[src/rtl/fetch_buffer.sv]
// Instruction prefetch queue: sequential fetch into a DEPTH-entry {pc, instr} FIFO with flush/redirect.
// Optional zero-latency empty-queue bypass enabled by defining FETCH_BUFFER_BYPASS_EN.
module fetch_buffer #(
    parameter int DEPTH = 4
) (
    input  logic                       clk,
    input  logic                       reset,
    input  logic                       flush,
    input  logic [31:0]                redirect_pc,
    output logic [31:0]                imem_pc,
    input  logic [31:0]                imem_instr,
    output logic                       out_valid,
    output logic [31:0]                out_instr,
    output logic [31:0]                out_pc,
    input  logic                       out_ready,
    output logic [$clog2(DEPTH):0]     count
);

    localparam int AW = $clog2(DEPTH);
    localparam int CW = AW + 1;

    logic [31:0]    fpc;
    logic [63:0]    mem [DEPTH];
    logic [AW-1:0]  rd_ptr;
    logic [AW-1:0]  wr_ptr;
    logic [CW-1:0]  cnt;

    logic           empty;
    logic           full;
    logic           deq;
    logic           enq;
    logic           write;
    logic [63:0]    head;

    assign empty = (cnt == '0);
    assign full  = (cnt == CW'(DEPTH));
    assign head  = mem[rd_ptr];

    // deq only ever pops a stored entry; a bypassed word is never in mem.
    assign deq = ~empty & out_ready & ~flush;
    assign enq = ~flush & (~full | deq);

`ifdef FETCH_BUFFER_BYPASS_EN
    logic bypass_hit;
    assign bypass_hit = empty & ~flush;
    assign write      = enq & ~(bypass_hit & out_ready);
    assign out_valid  = ~empty | bypass_hit;
    assign out_instr  = empty ? imem_instr : head[31:0];
    assign out_pc     = empty ? fpc : head[63:32];
`else
    assign write      = enq;
    assign out_valid  = ~empty;
    assign out_instr  = head[31:0];
    assign out_pc     = head[63:32];
`endif

    assign imem_pc = fpc;
    assign count   = cnt;

    always_ff @(posedge clk) begin
        if (reset) begin
            fpc    <= '0;
            rd_ptr <= '0;
            wr_ptr <= '0;
            cnt    <= '0;
        end else if (flush) begin
            fpc    <= {redirect_pc[31:2], 2'b00};
            rd_ptr <= '0;
            wr_ptr <= '0;
            cnt    <= '0;
        end else begin
            if (enq) begin
                fpc <= fpc + 32'd4;
            end
            if (write) begin
                wr_ptr <= wr_ptr + 1'b1;
            end
            if (deq) begin
                rd_ptr <= rd_ptr + 1'b1;
            end
            cnt <= cnt + CW'(write) - CW'(deq);
        end
    end

    // Storage needs no reset; contents are only observed when cnt says they are valid.
    always_ff @(posedge clk) begin
        if (write && !reset) begin
            mem[wr_ptr] <= {fpc, imem_instr};
        end
    end

endmodule
[config.mk]
export PLATFORM = sky130hd
export DESIGN_NAME = fetch_buffer
export DESIGN_NICKNAME = d
export VERILOG_FILES = /design/src/rtl/fetch_buffer.sv
export SDC_FILE = /design/constraint.sdc
export NUM_CORES = 1
export LEC_CHECK = 0
export ABC_AREA = 1
export BUFFER_PORTS_ARGS = -buffer_cell sky130_fd_sc_hd__buf_4
export CELL_PAD_IN_SITES_DETAIL_PLACEMENT = 1
export CELL_PAD_IN_SITES_GLOBAL_PLACEMENT = 2
export CORE_ASPECT_RATIO = 0.5
export CORE_MARGIN = 10
export CORE_UTILIZATION = 38
export DETAILED_ROUTE_END_ITERATION = 16
export PLACE_DENSITY_LB_ADDON = 0.1
export SLEW_MARGIN = 15
export SYNTH_ARGS = -nofsm -noshare
export SYNTH_HDL_FRONTEND = slang
export SYNTH_SLANG_ARGS = --single-unit
[constraint.sdc]
create_clock -name clk -period 5.35 [get_ports clk]
set_input_delay 0.2675 -clock clk [delete_from_list [all_inputs] [get_ports clk]]
set_output_delay 0.2675 -clock clk [all_outputs]
set_load 0.05 [all_outputs]
Yosys cells after proc, flatten, opt, wreduce, memory -nomap -nowiden
Memory sizes are Yosys's and may differ from the RTL's. A register that Yosys moved wholly into a read port is not among the register bits.
Cells that the tools add are included.
{"block": "word_totals", "register_bits": 39, "ram_bits": 256, "inputBits": 68, "out_inout_bits": 100, "word_cells": 30, "memories": 1}
{"name": "mem", "depth": 4, "width": 64, "rd": 1, "rd_clocked_by_memory_dff": 1, "wr": 1, "line_no": "23", "text": "logic [63:0] mem [DEPTH];"}
{"block": "op_classes", "add_sub_neg": 5, "n_eq_ne": 1, "n_mux": 6, "bitwise_logic": 7, "n_reduce_logical": 5}
{"op": "$mux W32", "n": 2}
{"op": "$add A32 B3 Y32 const B", "n": 1}
{"op": "$add A2 B1 Y2 const B", "n": 2}
{"op": "$mux W2", "n": 2}
{"op": "$add A3 B1 Y3", "n": 1}
{"op": "$and A1 B1 Y1", "n": 3}
{"op": "$eq A3 B3 Y1 const B", "n": 1}
{"op": "$logic_not A3 Y1", "n": 1}
{"op": "$not A1 Y1", "n": 3}
{"op": "$sub A3 B1 Y3", "n": 1}
{"op": "$mux W1", "n": 2}
{"op": "$reduce_bool A2 Y1", "n": 1}
{"op": "$reduce_or A2 Y1", "n": 1}
{"op": "$logic_and A1 B1 Y1", "n": 1}
{"op": "$logic_not A1 Y1", "n": 1}
{"op": "$or A1 B1 Y1", "n": 1}

Depth between registers and ports, before layout
Gate-level depths: netlist of run 1.
{"block": "depth", "depth_word": 9, "depth_mapped": 12, "depth_no_buf": 11}

Worst setup path after synthesis of run 1
No wires, ideal clock.
{"block": "synth_path", "path_kind": "flip-flop to flip-flop", "from": "reg cnt[1], in the netlist count[1]", "to": "mem mem[0][0] (enable)", "setup_time_ns": 0.482, "t_arrival_ns": 3.707, "required_ns": 4.868, "slack_ns": 1.161, "path_stages_with_launch": 5, "path_buffers": 0, "period_less_slack_ns": 4.189, "path_cell_list": "dfxtp_1 -> nor2_2 -> nand3_2 -> nand2_2 -> nor2_1"}
{"block": "synth_via", "elab_chain_len": 9, "elab_cells_between_ends": 11, "classes_between": "eq/ne (1); mux (2); bitwise (6); reduce/logical (2)"}
{"item": "start: declaration", "line_no": "26", "text": "logic [CW-1:0] cnt;"}
{"item": "start signal: assignment", "line_no": "81", "text": "cnt <= cnt + CW'(write) - CW'(deq);"}
{"item": "$logic_not A3 Y1", "line_no": "35", "text": "assign empty = (cnt == '0);"}
{"item": "$not A1 Y1", "line_no": "40", "text": "assign deq = ~empty & out_ready & ~flush;"}
{"item": "$and A1 B1 Y1 (2 in series)", "line_no": "40"}
{"item": "$or A1 B1 Y1 *", "line_no": "41", "text": "assign enq = ~flush & (~full | deq);"}
{"item": "$and A1 B1 Y1 *", "line_no": "41"}
{"item": "$logic_and A1 B1 Y1 *", "line_no": "87", "text": "if (write && !reset) begin"}
{"item": "$mux W1 *", "line_no": "87"}
{"item": "$mux W1 (implied by the code) *", "line_no": "88", "text": "mem[wr_ptr] <= {fpc, imem_instr};"}
{"item": "end: declaration", "line_no": "23"}
Mark *: on every way between the ends. The rest lies on a longest branch, timed or not.

==> qor.csv, run 1 <==
stage,metric,value,unit
min_path,hold_path_startpoint,redirect_pc[30],
floorplan,core_area,30200,um2
floorplan,row_count,45,
global_routing,grt_pass1_vias,8519,
detailed_routing,routed_wirelength,33000,um
cells_and_area,nets,1238,
worst_setup_path,end_kind,output port,
detailed_routing,drt-wirelength-per-cell,20.9,um
detailed_routing,dr.pass1.iters,5,
worst_setup_path,max_stage_delay,0.61,ns
synthesis,synth-seq-cells,287,
power,power-per-cell-area,349,nW/um2
clock_tree,clkTransAtPathRegs,0.06,ns
clock_tree,cts_buffers,28,
global_routing,grt_pass1_wl,50300,um
sta,grt_setup_unrepaired,false,
clock_tree,post-cts-setup-buffers,0,
cells_and_area,utilization,48.0,%
clock_tree,cts.sinks,287,
run_status,status,"finished, final reports clean",
detailed_routing,ant_nets,0,
power,peakVddDrop,0.242,mV
synthesis,syn_inst,973,
detailed_routing,drtIter0Drc,503,
sta,clock_skew,0.0119,ns
clock_tree,htree_levels,1,
synthesis,yosysSeqAreaShare,71.0,%
floorplan,die_h,143,um
global_routing,grt_max_degree,70,
floorplan,die_w,267,um
worst_setup_path,crit_buf_inv,3,
worst_setup_path,critPathKind,reg -> out,
sta,fmax,0.301,GHz
sta,hold_viol,0,
synthesis,syn_area,11600,um2
global_routing,antenna_found_initial,0,
global_routing,gr-usage-all-layers,16.9,%
sta,fin_crit,3.33,ns
worst_setup_path,crit_path_max_fanout,69,
sta,final-setup-viol-count,0,
clock_tree,clk_latency,0.56,ns
clock_tree,cts_tree,yes,
cells_and_area,drive_gt1_share,20.7,%
synthesis,synth_cell_types,38,
place,numPortBuffers,161,
detailed_routing,drc,0,
synthesis,synth-edff-count,248,
worst_setup_path,r2r-start,count[1],
worst_setup_path,crit_arrival,3.06,ns
floorplan,ios,168,
clock_tree,clockRootBuffer,clkbuf_16,
sta,slew_headroom,38.9,%
floorplan,die_area,38300,um2
synthesis,ys_warn_count,0,
global_routing,grt.overflow.total,0,
sta,slew_viol_final,0,
cells_and_area,n_antenna_cell,0,
worst_setup_path,start_kind,flip-flop,
worst_setup_path,cpMostUsedCell,buf_4,
clock_tree,clock_path_buffers,3,
place,dp_hpwl,20200,um
sta,fin_tns_setup,0,ns
sta,fin_crit_sh,62.2,%
worst_setup_path,crit_slowest_cell,buf_4,
place,gp_congestion,0.773,
detailed_routing,viasPerCell,5.15,
detailed_routing,vias,8142,
worst_setup_path,cpLargestDelayFamily,buffers and inverters,
worst_setup_path,crit_chain,inv_4 > buf_4 > o21ai_0 > o22ai_1 > buf_4,
floorplan,start_util,38.4,%
sta,tightest_slew,0.917,ns
synthesis,ys.flop_type,edfxtp_1,
synthesis,synth_area_per_cell,11.9,um2
synthesis,ys_async_sr_fraction,0,%
worst_setup_path,crit_required,5.08,ns
min_path,hold_path_class,in -> reg,
cells_and_area,area_growth,25.0,%
power,leakagePower,5.23,nW
flow_run,maxCapViolCount,0,
==> final timing paths <==
path,slack [ns],to,cells past startpoint
hold / removal,0.03,imem_pc[30],5
setup reg to reg,2.76,mem[1][16],5
hold reg to reg,0.49,rd_ptr[0],1
setup / recovery,2.02,out_instr[21],5
==> power by group <==
| part | leakage, nW | internal, mW | switching [mW] | total, mW |
|---|---|---|---|---|
| clock network | 0.443 | 1.12 | 0.846 | 1.97 |
| registers | 2.61 | 2.50 | 0.0715 | 2.57 |
| logic | 2.18 | 0.162 | 0.351 | 0.513 |
| total | 5.23 | 3.78 | 1.27 | 5.05 |
==> routing by layer <==
metal  up-vias  part of all wire (%)  wire (um)  track usage (%)
met5         -                     0          0                0
met4         0                   1.1        352             2.41
met3        25                   4.2       1390             3.48
met2       133                    49      16200             29.6
met1      4118                    46      15000             21.8
li1       3866                     -          -                -
==> worst reg2reg max path, delay by kind of cell, from the launching register on <==
kind	cells	cell delay (ns)
simple gates	4	1.02
buf+inv	1	0.75
flops	1	0.42
==> stage by stage <==
| stage | area, um2 | hold WS, ns | power, mW | instances | setup WS, ns |
|---|---|---|---|---|---|
| after detailed placement | 13200 | 0.467 | 3.12 | 1491 | 2.26 |
| after global placement | 13200 | 0.460 | 3.11 | 1491 | 2.30 |
| after global routing | 14500 | 0.0334 | 5.24 | 1580 | 1.79 |
| final | 14500 | 0.0278 | 5.05 | 1580 | 2.02 |
| after CTS | 14500 | 0.00252 | 5.11 | 1580 | 1.99 |
| after floorplan | 11600 | 0.366 | 2.91 | 976 | 1.16 |
==> synth_stat cells (7+ instances only) <==
master    instances  area share (%)
nand3_1          24             1.0
o221ai_1          7            0.53
a21oi_1          24             1.0
o22ai_1          63             3.4
o21ai_0         137             5.9
a22oi_1          11            0.71
buf_2            13            0.56
clkbuf_1         33             1.1
nor2_1          163             5.3
xor2_1            8            0.60
nand2_2           7            0.38
nand2_1          92             3.0
edfxtp_1        248              64
inv_1            44             1.4
dfxtp_1          39             6.7
==> layout by cell type, fill, tap and decap left out, types with 3 or more instances in the layout <==
cell type        n
nor2_1         159
nor2_4          10
nand2_2          7
o21ai_1          5
dlygate4sd3_1   41
a21oi_1         24
conb_1           5
o22ai_1         63
nand4_1          6
nand3_1         24
xor2_1           8
clkinv_2         7
ha_1             6
nand2_1         92
clkbuf_16       28
inv_2            5
edfxtp_1       248
dfxtp_1         37
xnor2_1          4
a22oi_1         11
buf_4          168
clkinv_1         3
o21ai_0        137
bufinv_16        3
nor2_2           5
o221ai_1         7
clkbuf_1         4
inv_1           42
==> state kept, by name, indices dropped and copies added (netlist names), named ones only <==
name     cells
count        3
imem_pc     30
mem        248
rd_ptr       2
wr_ptr       2
==> repair_timing <==
action | in CTS | in global routing
setup endpoints to repair | 0 | 0
gates resized for setup | 0 | 0
hold endpoints to repair | 137 | 0
hold buffers | 41 | 0
==> cell families after synthesis <==
logic type      Yosys count  share of synthesized area (%)
simple gates            310                           11.3
flops                   287                           71.0
compound gates          252                           12.1
buf+inv                 103                           3.75
xor+xnor                 12                          0.907
fa+ha+maj                 7                          0.821
other cells               2                         0.0648
==> area by class of cell <==
type / instances / area [um2]
Inverter: 50 / 191
Tap cell: 399 / 499
Timing Repair Buffer: 210 / 1690
Sequential cell: 287 / 8230
Clock inverter: 15 / 171
Clock buffer: 33 / 729
Fill cell: 3208 / 15700
Multi-Input combinational cell: 586 / 2970
No activity file was read; power rests on OpenSTA's default activity.
==> run 2: changes to the inputs <==
==> constraint.sdc (replaced) <==
create_clock -name clk -period 3.3 [get_ports clk]
set_input_delay 0.165 -clock clk [delete_from_list [all_inputs] [get_ports clk]]
set_output_delay 0.165 -clock clk [all_outputs]
set_load 0.05 [all_outputs]
==> run 2 against run 1 <==
Effect of this change:
- flip-flop and latch count did not move
- global-route usage up 0.28 points
- worst setup slack worse by 1.2 ns
- count of clock-buffer cells in the layout increased by 1
- first-iteration DRC count is 0.60% higher
- clock power up 49%
- critical path type unchanged
- combinational power increased by 71%
==> qor.csv, run 2 (synthesis gave the netlist of run 1 again) <==
stage,metric,value,unit,change
run_status,status,"finished, final reports clean",,
flow_run,maxCapViolCount,0,,unchanged
power,power-per-cell-area,538,nW/um2,+54%
worst_setup_path,start_kind,flip-flop,,
floorplan,die_w,267,um,unchanged
cells_and_area,n_antenna_cell,0,,unchanged
floorplan,die_area,38300,um2,unchanged
floorplan,core_area,30200,um2,unchanged
detailed_routing,drc,0,,unchanged
detailed_routing,vias,8307,,+2.0%
sta,fmax,0.408,GHz,
cells_and_area,regMostFlops,mem,,
cells_and_area,largest_register_ffs,248,,unchanged
floorplan,row_count,45,,unchanged
detailed_routing,ant_nets,0,,unchanged
worst_setup_path,end_kind,output port,,
worst_setup_path,crit_arrival,2.29,ns,-0.77 ns
place,numPortBuffers,161,,unchanged
worst_setup_path,crit_path_max_fanout,27,,-61%
place,dpl-instance-area,13300,um2,+1.1%
sta,final-setup-viol-count,0,,unchanged
cells_and_area,drive_gt1_share,20.1,%,-0.68 points
clock_tree,clk_latency,0.55,ns,about the same
clock_tree,cts_tree,yes,,
power,peakVddDrop,0.335,mV,+39%
clock_tree,post-cts-setup-buffers,0,,unchanged
worst_setup_path,r2r-start,imem_pc[2],,
global_routing,grt_max_degree,125,,+79%
sta,slew_headroom,57.5,%,+19 points
cells_and_area,fin_cells,1615,,+2.2%
clock_tree,clkTransAtPathRegs,0.07,ns,about the same
sta,tightest_slew,0.637,ns,-0.280 ns
floorplan,start_util,38.4,%,unchanged
global_routing,grt.overflow.total,0,,unchanged
global_routing,gr-usage-all-layers,17.2,%,+0.28 points
sta,grt_setup_unrepaired,false,,
place,dp_hpwl,21100,um,+4.4%
clock_tree,htree_levels,1,,unchanged
detailed_routing,drt-wirelength-per-cell,20.7,um,-1.1%
global_routing,antenna_found_initial,0,,unchanged
detailed_routing,routed_wirelength,33400,um,+1.1%
cells_and_area,nets,1272,,+2.7%
sta,fin_crit_sh,74.3,%,
clock_tree,postCtsResizedCells,0,,unchanged
place,placed_cells,1498,,+0.47%
global_routing,grt_pass1_vias,8764,,+2.9%
floorplan,ios,168,,unchanged
worst_setup_path,crit_required,3.13,ns,-1.95 ns
detailed_routing,dr.pass1.iters,5,,unchanged
power,leakagePower,5.36,nW,+2.5%
power,total_power,7.97,mW,+58%
clock_tree,clockRootBuffer,clkbuf_16,,
min_path,hold_path_startpoint,flush,,
global_routing,grt_pass1_wl,51300,um,+2.0%
cells_and_area,area_growth,27.7,%,
cells_and_area,layout_common_cells,"edfxtp_1 (248), buf_4 (168), nor2_1 (159)",,
clock_tree,clock_path_buffers,3,,unchanged
place,gp_congestion,0.783,,+1.3%
sta,clock_skew,0.0126,ns,+0.000710 ns
cells_and_area,final_common_cell,edfxtp_1,,
clock_tree,ctsHoldBuffers,69,,+68%
cells_and_area,final_area,14800,um2,+2.2%
clock_tree,cts_buffers,27,,-3.6%
sta,hold_viol,0,,unchanged
detailed_routing,drtIter0Drc,506,,+0.60%
floorplan,die_h,143,um,unchanged
clock_tree,cts.sinks,287,,unchanged
detailed_routing,viasPerCell,5.14,,-0.18%
sta,fin_tns_setup,0,ns,unchanged
min_path,hold_path_class,in -> reg,,
worst_setup_path,critPathKind,reg -> out,,
sta,fin_crit,2.45,ns,
sta,slew_viol_final,0,,unchanged
## run 2: changes by cell type in the layout (fill, tap and decap cells not counted), moves of 2 or more
cell,change
dlygate4sd3_1,+28
buf_12,+7
bufinv_16,-2
inv_6,+2
clkinv_1,+5
clkinv_2,-4
clkbuf_1,+3
## run 2: metal layers
layer	track usage (%)	up-vias	part of all wire, %
li1	-	3947	-
met1	22.1	4192	45
met2	30.4	133	50
met3	3.09	35	3.8
met4	2.80	0	1.3
met5	0	-	0
## run 2: stage by stage
step / setup slack (ns) / hold slack [ns] / util (%)
after floorplan: -0.889 / 0.264 / -
after global placement: 0.869 / 0.364 / 44.1
after detailed placement: 0.844 / 0.369 / 44.1
after CTS: 0.717 / 0.0111 / 49.1
after global routing: 0.697 / 0.0372 / 49.1
final: 0.849 / 0.0333 / 49.1
## run 2: final cells by class
class                      count  area, um2
timing repair buffer         245       2110
clock buffer                  34        702
fill                        3148      15400
inverter                      50        191
multi-input combinational    586       2970
sequential                   287       8230
tap                          399        499
clock inverter                14       98.8
## run 2: final timing paths
kind / endpoint / slack [ns] / depth (start not counted)
worst max-delay path: out_pc[15] / 0.85 / 4
worst min-delay path: imem_pc[3] / 0.03 / 3
worst max register to register: imem_pc[19] / 0.95 / 8
worst min register to register: flip-flop / 0.46 / 2
## run 2: power breakdown
part | total (mW) | switching, mW | internal (mW)
Sequential | 4.17 | 0.113 | 4.05
Clock | 2.93 | 1.34 | 1.58
Combinational | 0.875 | 0.581 | 0.294
Total | 7.97 | 2.04 | 5.93
## run 2: critical path, cell delays in order, from the launching register on
cell	delay [ns]
dfxtp_2	0.63
buf_4	0.41
o21ai_0	0.15
o22ai_1	0.27
buf_4	0.26
==> run 3: changes to the inputs <==
==> constraint.sdc (replaced) <==
create_clock -name clk -period 2.4 [get_ports clk]
set_input_delay 0.12 -clock clk [delete_from_list [all_inputs] [get_ports clk]]
set_output_delay 0.12 -clock clk [all_outputs]
set_load 0.05 [all_outputs]
==> run 3 against run 2 <==
Effect of this change:
- worst hold slack improved by 0.016 ns
- sequential power rose by 37%
- global-route usage rose by 0.19 points
- clock skew rose by 0.0015 ns
- critical path type is now reg -> reg
- largest cell class unchanged
==> qor.csv, run 3 (synthesis gave the netlist of run 1 again) <==
stage,metric,value,unit,change
sta,hold_viol,0,,unchanged
sta,tightest_slew,0.636,ns,-0.00108 ns
global_routing,grt_max_degree,75,,-40%
floorplan,die_w,267,um,unchanged
clock_tree,clk_latency,0.56,ns,about the same
detailed_routing,drc,0,,unchanged
sta,whs,0.0489,ns,+0.0156 ns
place,gp_congestion,0.779,,-0.57%
worst_setup_path,critPathKind,reg -> reg,,
sta,grt_setup_unrepaired,false,,
detailed_routing,drt-wirelength-per-cell,20.5,um,-0.81%
floorplan,start_util,38.4,%,unchanged
clock_tree,clockRootBuffer,clkbuf_16,,
clock_tree,cts_buffers,27,,unchanged
floorplan,die_area,38300,um2,unchanged
global_routing,grt_pass1_vias,8961,,+2.2%
cells_and_area,n_antenna_cell,0,,unchanged
worst_setup_path,crit_required,2.85,ns,-0.28 ns
power,leakagePower,5.55,nW,+3.5%
worst_setup_path,r2r_slack,0.13,ns,-0.82 ns
worst_setup_path,r2r-start,imem_pc[5],,
worst_setup_path,crit_chain,nand2_1 > nor2_2 > nand2_2 > nor2_2 > a21oi_1 > o21ai_0 > o21ai_0 > dlygate4sd3_1,,
clock_tree,clkTransAtPathRegs,0.07,ns,about the same
sta,fmax,0.441,GHz,
global_routing,gr-usage-all-layers,17.4,%,+0.19 points
worst_setup_path,start_kind,flip-flop,,
sta,fin_crit,2.27,ns,
cells_and_area,final_area,15100,um2,+2.3%
min_path,hold_path_startpoint,flush,,
floorplan,die_h,143,um,unchanged
cells_and_area,layout_common_cells,"edfxtp_1 (248), buf_4 (182), nor2_1 (159)",,
min_path,hold_path_depth,5,,+2
floorplan,core_area,30200,um2,unchanged
detailed_routing,dr.pass1.iters,4,,-1
sta,slew_headroom,57.6,%,about the same
run_status,status,"finished, final reports clean",,
power,power-per-cell-area,738,nW/um2,+37%
cells_and_area,drive_gt1_share,22.4,%,+2.4 points
place,dp_hpwl,21700,um,+2.7%
worst_setup_path,end_kind,flip-flop,,
clock_tree,cts.sinks,287,,unchanged
clock_tree,htree_levels,1,,unchanged
detailed_routing,drtIter0Drc,397,,-22%
cells_and_area,regMostFlops,mem,,
detailed_routing,viasPerCell,5.11,,-0.64%
global_routing,grt_pass1_wl,52000,um,+1.3%
worst_setup_path,r2r_cells,8,,unchanged
sta,fin_crit_sh,94.6,%,
sta,final-setup-viol-count,0,,unchanged
global_routing,antenna_found_initial,1,,+1
clock_tree,clock_path_buffers,3,,unchanged
cells_and_area,fin_cells,1643,,+1.7%
cells_and_area,nets,1299,,+2.1%
place,placed_cells,1517,,+1.3%
floorplan,ios,168,,unchanged
cells_and_area,area_growth,30.7,%,
place,dpl-instance-area,13500,um2,+1.4%
cells_and_area,final_common_cell,edfxtp_1,,
detailed_routing,vias,8397,,+1.1%
min_path,worstHoldEndpoint,imem_pc[12],,
worst_setup_path,max_stage_delay,0.58,ns,-0.05 ns
worst_setup_path,crit_arrival,2.72,ns,+0.43 ns
cells_and_area,nFillCells,3162,,+0.44%
power,peakVddDrop,0.639,mV,+91%
sta,fin_tns_setup,0,ns,unchanged
place,numPortBuffers,161,,unchanged
detailed_routing,ant_nets,0,,unchanged
cells_and_area,largest_register_ffs,248,,unchanged
worst_setup_path,crit_path_max_fanout,9,,-67%
min_path,hold_path_class,in -> reg,,
detailed_routing,routed_wirelength,33700,um,+0.91%
flow_run,maxCapViolCount,0,,unchanged
floorplan,row_count,45,,unchanged
sta,clock_skew,0.0140,ns,+0.00145 ns
sta,slew_viol_final,0,,unchanged
worst_setup_path,crit_slowest_cell,dfxtp_1,,
clock_tree,cts_tree,yes,,
power,total_power,11.2,mW,+40%
global_routing,grt.overflow.total,0,,unchanged
worst_setup_path,worstReg2RegEnd,imem_pc[13],,
==> run 3: layer usage <==
metal | vias up | track usage (%) | wire length (um)
met3 | 36 | 3.24 | 1280
met4 | 0 | 3.15 | 479
met1 | 4230 | 22.9 | 15300
met5 | - | 0 | 0
li1 | 3996 | - | -
met2 | 135 | 29.9 | 16600
==> run 3: where the power goes <==
part	internal, mW	switching [mW]
logic	0.435	0.832
clock network	2.33	1.88
registers	5.58	0.132
total	8.34	2.84
==> run 3: critical path, delay by kind of cell (launching register included) <==
kind	cells	cell delay (ns)
DFF	1	0.58
and+or+nand+nor	4	0.67
AOI/OAI and AO/OA	3	0.34
buffers and inverters	1	0.56
==> run 3: timing repair <==
action,CTS,global route
endpoints found under the setup margin,0,18
hold endpoints to repair,159,0
setup buffers,0,0
hold buffers,77,0
resized for setup,0,7
==> run 3: final cells by class <==
type	instances	area, um2	area share (%)
Clock inverter	18	161	1.07
Clock buffer	31	701	4.63
Multi-Input combinational cell	586	2970	19.6
Inverter	50	190	1.26
Tap cell	399	499	3.30
Timing Repair Buffer	272	2380	15.7
Sequential cell	287	8240	54.4
==> run 3: worst max-delay path by stage <==
stage / startpoint / end / cells past startpoint
2_1_floorplan: count[1] / mem[0][0] / 4
3_3_place_gp: flush / count[2] / 10
3_5_place_dp: flush / count[2] / 10
4_1_cts: flip-flop / out_pc[6] / 5
5_1_grt: imem_pc[17] / imem_pc[26] / 8
6_report: imem_pc[5] / imem_pc[13] / 8
==> run 3: metrics by stage <==
stage | worst slack (ns) | util, %
floorplan | 0.0512 | -
CTS | 0.0174 | 50.1
finish | 0.131 | 50.2
global route | 0.00862 | 50.2
global placement | 0.478 | 44.7
detailed placement | 0.458 | 44.7
